<file path="src/rtl/lab_arb_pkg.sv">
// Shared definitions for the two-requester round-robin mux arbiter.
// Holds the FSM state encoding and requester index constants.
package lab_arb_pkg;

    typedef enum logic [1:0] {
        IDLE = 2'd0,
        GNT0 = 2'd1,
        GNT1 = 2'd2
    } arb_state_t;

    localparam logic REQ_0 = 1'b0;
    localparam logic REQ_1 = 1'b1;

endpackage

</file>
<file path="src/rtl/mux2_w.sv">
// WIDTH-bit 2:1 mux; purely combinational, zero latency, no flow control of its own.
module mux2_w #(
    parameter int WIDTH = 8
) (
    output logic [WIDTH-1:0] out,
    input  logic             s,
    input  logic [WIDTH-1:0] i0,
    input  logic [WIDTH-1:0] i1
);

    assign out = s ? i1 : i0;

endmodule

</file>
<file path="src/rtl/mux_rr_arbiter.sv">
// Round-robin controller for a shared 2:1 mux: grant 1 cycle after request, zero-bubble switching.
// Backpressure: out_ready gates acks; beats only count accepted transfers, so a stall never forces a switch.
module mux_rr_arbiter
    import lab_arb_pkg::*;
#(
    parameter int WIDTH     = 8,
    parameter int MAX_BEATS = 4
) (
    input  logic             clk,
    input  logic             rst_n,
    input  logic             req0,
    input  logic             req1,
    input  logic [WIDTH-1:0] data0,
    input  logic [WIDTH-1:0] data1,
    output logic             gnt0,
    output logic             gnt1,
    output logic             ack0,
    output logic             ack1,
    output logic             sel,
    output logic             out_valid,
    output logic [WIDTH-1:0] out_data,
    input  logic             out_ready
);

    localparam int BW = $clog2(MAX_BEATS) + 1;
    localparam logic [BW-1:0] BEATS_MAX  = BW'(MAX_BEATS);
    localparam logic [BW-1:0] BEATS_LAST = BW'(MAX_BEATS - 1);

    arb_state_t    state, state_nxt;
    arb_state_t    oth_state;
    logic          last, last_nxt;
    logic [BW-1:0] beats, beats_nxt;
    logic          sel_q, sel_nxt;
    logic          own_idx, own_req, oth_req, own_ack;

    assign gnt0      = (state == GNT0);
    assign gnt1      = (state == GNT1);
    assign ack0      = gnt0 & req0 & out_ready;
    assign ack1      = gnt1 & req1 & out_ready;
    assign out_valid = (gnt0 & req0) | (gnt1 & req1);
    assign sel       = sel_q;

    mux2_w #(.WIDTH(WIDTH)) u_mux (
        .out (out_data),
        .s   (sel_q),
        .i0  (data0),
        .i1  (data1)
    );

    always_ff @(posedge clk or negedge rst_n) begin
        if (!rst_n) begin
            state <= IDLE;
            last  <= REQ_1;
            beats <= '0;
            sel_q <= 1'b0;
        end else begin
            state <= state_nxt;
            last  <= last_nxt;
            beats <= beats_nxt;
            sel_q <= sel_nxt;
        end
    end

    always_comb begin
        state_nxt = state;
        last_nxt  = last;
        beats_nxt = beats;
        sel_nxt   = sel_q;
        own_idx   = (state == GNT1) ? REQ_1 : REQ_0;
        own_req   = (state == GNT1) ? req1 : req0;
        oth_req   = (state == GNT1) ? req0 : req1;
        own_ack   = ack0 | ack1;
        oth_state = (state == GNT0) ? GNT1 : GNT0;

        case (state)
            IDLE: begin
                beats_nxt = '0;
                // On a tie, the requester that was not served last wins.
                if (req0 && (!req1 || last == REQ_1)) begin
                    state_nxt = GNT0;
                    sel_nxt   = REQ_0;
                end else if (req1) begin
                    state_nxt = GNT1;
                    sel_nxt   = REQ_1;
                end
            end
            GNT0, GNT1: begin
                if (!own_req) begin
                    last_nxt  = own_idx;
                    beats_nxt = '0;
                    if (oth_req) begin
                        state_nxt = oth_state;
                        sel_nxt   = ~own_idx;
                    end else begin
                        state_nxt = IDLE;
                    end
                end else if (own_ack) begin
                    // This transfer brings the count to MAX_BEATS: hand over if
                    // someone is waiting, otherwise saturate and keep the grant.
                    if (beats >= BEATS_LAST) begin
                        if (oth_req) begin
                            state_nxt = oth_state;
                            sel_nxt   = ~own_idx;
                            last_nxt  = own_idx;
                            beats_nxt = '0;
                        end else begin
                            beats_nxt = BEATS_MAX;
                        end
                    end else begin
                        beats_nxt = beats + BW'(1);
                    end
                end
            end
            default: begin
                state_nxt = IDLE;
                beats_nxt = '0;
            end
        endcase
    end

endmodule

</file>
<file path="config.mk">
export PLATFORM = sky130hd
export DESIGN_NAME = mux_rr_arbiter
export DESIGN_NICKNAME = d
export VERILOG_FILES = /design/src/rtl/lab_arb_pkg.sv /design/src/rtl/mux2_w.sv /design/src/rtl/mux_rr_arbiter.sv
export SDC_FILE = /design/constraint.sdc
export NUM_CORES = 1
export LEC_CHECK = 0
export BUFFER_PORTS_ARGS = -buffer_cell sky130_fd_sc_hd__buf_2
export CORE_ASPECT_RATIO = 0.5
export CORE_UTILIZATION = 23
export CTS_CLUSTER_DIAMETER = 30
export CTS_CLUSTER_SIZE = 20
export DETAILED_ROUTE_END_ITERATION = 16
export GPL_ROUTABILITY_DRIVEN = 0
export GPL_TIMING_DRIVEN = 0
export PLACE_DENSITY_LB_ADDON = 0.12
export SLEW_MARGIN = 20
export SYNTH_ARGS = -nofsm -noshare
export SYNTH_HDL_FRONTEND = slang
export SYNTH_SLANG_ARGS = --single-unit
export TNS_END_PERCENT = 20
</file>
<file path="constraint.sdc">
create_clock -name clk -period 2.9 [get_ports clk]
set_clock_uncertainty 0.1 [all_clocks]
set_input_delay 0.58 -clock clk [delete_from_list [all_inputs] [get_ports clk]]
set_output_delay 0.58 -clock clk [all_outputs]
set_load 0.01 [all_outputs]
</file>
==> results.sh <==
export IMPL_clkSinkCount=7
export IMPL_met1_usage=0.125
export IMPL_post_drt_wl_per_cell_um=11.2
export IMPL_final_common_cell="buf_2"
export IMPL_nets=142
export IMPL_fin_hold_ws_ps=76.1
export IMPL_netlist_area_um2=698
export IMPL_cts_setup_buffers=0
export IMPL_final_util=0.349
export IMPL_ctsLongestPathBuffers=2
export IMPL_final_setup_viol_count=0
export IMPL_total_power_uw=811
export IMPL_post_place_ws_ps=764
export IMPL_slew_headroom=0.653
export IMPL_grt_pass1_vias=621
export IMPL_tns_ps=0
export IMPL_n_antenna_cell=0
export IMPL_vdd_drop_max_mv=0.253
export IMPL_dieArea_um2=3270
export IMPL_critPathLaunchType="register"
export IMPL_arrival_ps=1520
export IMPL_ctsHoldBuffers=0
export IMPL_clk_latency_ps=230
export IMPL_period_needed_ps=2200
export IMPL_clkTransAtPathRegs_ps=40
export IMPL_stdcell_count=151
export IMPL_drc=0
export IMPL_slew_violations=0
export IMPL_rows=13
export IMPL_coreArea_um2=2730
export IMPL_drt_wl_total_um=1690
export IMPL_syn_to_final_growth_pct=36.7
export IMPL_grt_max_degree=11
export IMPL_die_y_um=41.0
export IMPL_rsz0062_at_grt="no"
export IMPL_syn_area_per_cell_um2=9.07
export IMPL_max_clock_freq_mhz=455
export IMPL_port_buffers=33
export IMPL_min_path_type="in -> async"
export IMPL_cp_required_ps=2220
export IMPL_grt_first_pass_wirelength_um=2570
export IMPL_track_usage=0.110
export IMPL_drv_cap=0
export IMPL_design_area_um2=955
export IMPL_grt_util_met3=0.0289
export IMPL_ys_seq_area_frac=0.253
export IMPL_htreeDepth=1
export IMPL_drtIter0Drc=5
export IMPL_cts_resized=0
export IMPL_end_kind="output pin"
export IMPL_numPlacedInstances=147
export IMPL_synth_distinct_cells=33
export IMPL_ioPinCount=35
export IMPL_p_leak_nw=0.480
export IMPL_status="completed"
export IMPL_busiest_layer="met2"
export IMPL_final_cell_mix="buf_2 (34), mux2_2 (9), inv_1 (6), ha_1 (6), dfrtp_1 (6)"
export IMPL_hold_violations=0
export IMPL_overflow=0
export IMPL_use_met2=0.205
export IMPL_synth_warnings=0
export IMPL_antenna_found_initial=0
export IMPL_root_buffer="clkbuf_8"
export IMPL_setup_slack_ps=703
export IMPL_place_area_um2=910
export IMPL_crit_type="reg -> out"
export IMPL_initial_core_util=0.255
export IMPL_tightest_slew_ps=518
export IMPL_synth_fp_nets=104
export IMPL_dp_final_hpwl_um=1390
export IMPL_drtPass1Iterations=4
export IMPL_cts_tree="done"
export IMPL_layout_drive_gt1_share=0.474
export IMPL_cts_buffers=3
export IMPL_vias=699
export IMPL_drtAntennaViolNets=0
export IMPL_powerDensity_nw_per_um2=850
export IMPL_viasPerCell=4.63
export IMPL_syn_inst=77
export IMPL_worstPathMaxFanout=8
export IMPL_ys_ff_latch=7
export IMPL_die_width_um=79.9
export IMPL_fin_crit_sh=0.758
sequential cells by signal (all words and copies together) (netlist names):
signal and flops:
beats 3, state 2, last 1, sel 1
report_power, final:
| part | internal (mW) | total [mW] | switching (mW) |
|---|---|---|---|
| combinational | 0.241 | 0.515 | 0.273 |
| clock | 0.0950 | 0.136 | 0.0414 |
| sequential | 0.136 | 0.160 | 0.0237 |
synth_stat cells, drive strengths merged:
library cell / instances / area [µm²]
mux2: 13 / 150
inv: 7 / 26.3
dfrtp: 6 / 150
ha: 6 / 75.1
a21oi: 5 / 25.0
nand2: 4 / 15.0
nor2: 4 / 15.0
nand3: 3 / 15.0
nand4: 3 / 25.0
nor3: 3 / 15.0
a211oi: 2 / 15.0
and3: 2 / 12.5
buf: 2 / 12.5
clkbuf: 2 / 7.51
o21ai: 2 / 10.0
a211o: 1 / 8.76
a21bo: 1 / 10.0
a21o: 1 / 7.51
a22oi: 1 / 12.5
a31oi: 1 / 12.5
dfstp: 1 / 26.3
nand2b: 1 / 6.26
nor2b: 1 / 6.26
nor3b: 1 / 7.51
o211ai: 1 / 7.51
o221ai: 1 / 8.76
o41ai: 1 / 8.76
or3: 1 / 6.26
critical path, cell delays in order, from the launching register on:
cell and delay [ps]:
dfrtp_1 380, inv_1 80, ha_1 320, a22oi_2 270
inv_2 100, buf_2 150
cell families (layout without fill, tap and decap cells):
logic type,after synthesis,count (layout),share of synthesized area
flops,7,7,0.253
mux,13,13,0.215
fa+ha+maj,6,6,0.108
compound gates,17,17,0.181
buf+inv,11,48,0.0663
simple gates,23,23,0.177
path summary, 6_finish.rpt:
kind | from | end | slack, ps | cells after the start
max in group asynchronous | rst_n | last$_DFFE_PN1P_ | 2400 | 1
setup reg to reg | beats[0]$_DFFE_PN0P_ | sel$_DFFE_PN0P_ | 730 | 6
hold reg to reg | last$_DFFE_PN1P_ | last$_DFFE_PN1P_ | 400 | 2
hold / removal | rst_n | beats[0]$_DFFE_PN0P_ | 80 | 1
min in group clk | last$_DFFE_PN1P_ | last$_DFFE_PN1P_ | 400 | 2
setup / recovery | state[0]$_DFFE_PN0P_ | out_valid | 700 | 5
per-layer routing:
metal  wire (µm)  part of all wire  up-vias
li1            -                 -      356
met1         794              0.47      306
met2         752              0.45       33
met3         115             0.068        4
met4          24             0.014        0
met5           0                 0        -
cell type report:
class,instances,area [µm²]
buffer,4,20.0
tap,37,46.3
sequential,7,176
inverter,7,26.3
timing repair buffer,33,165
multi-input combinational,59,475
fill,324,1780
clock buffer,4,45.0
Power figures use the tool's default switching activity.
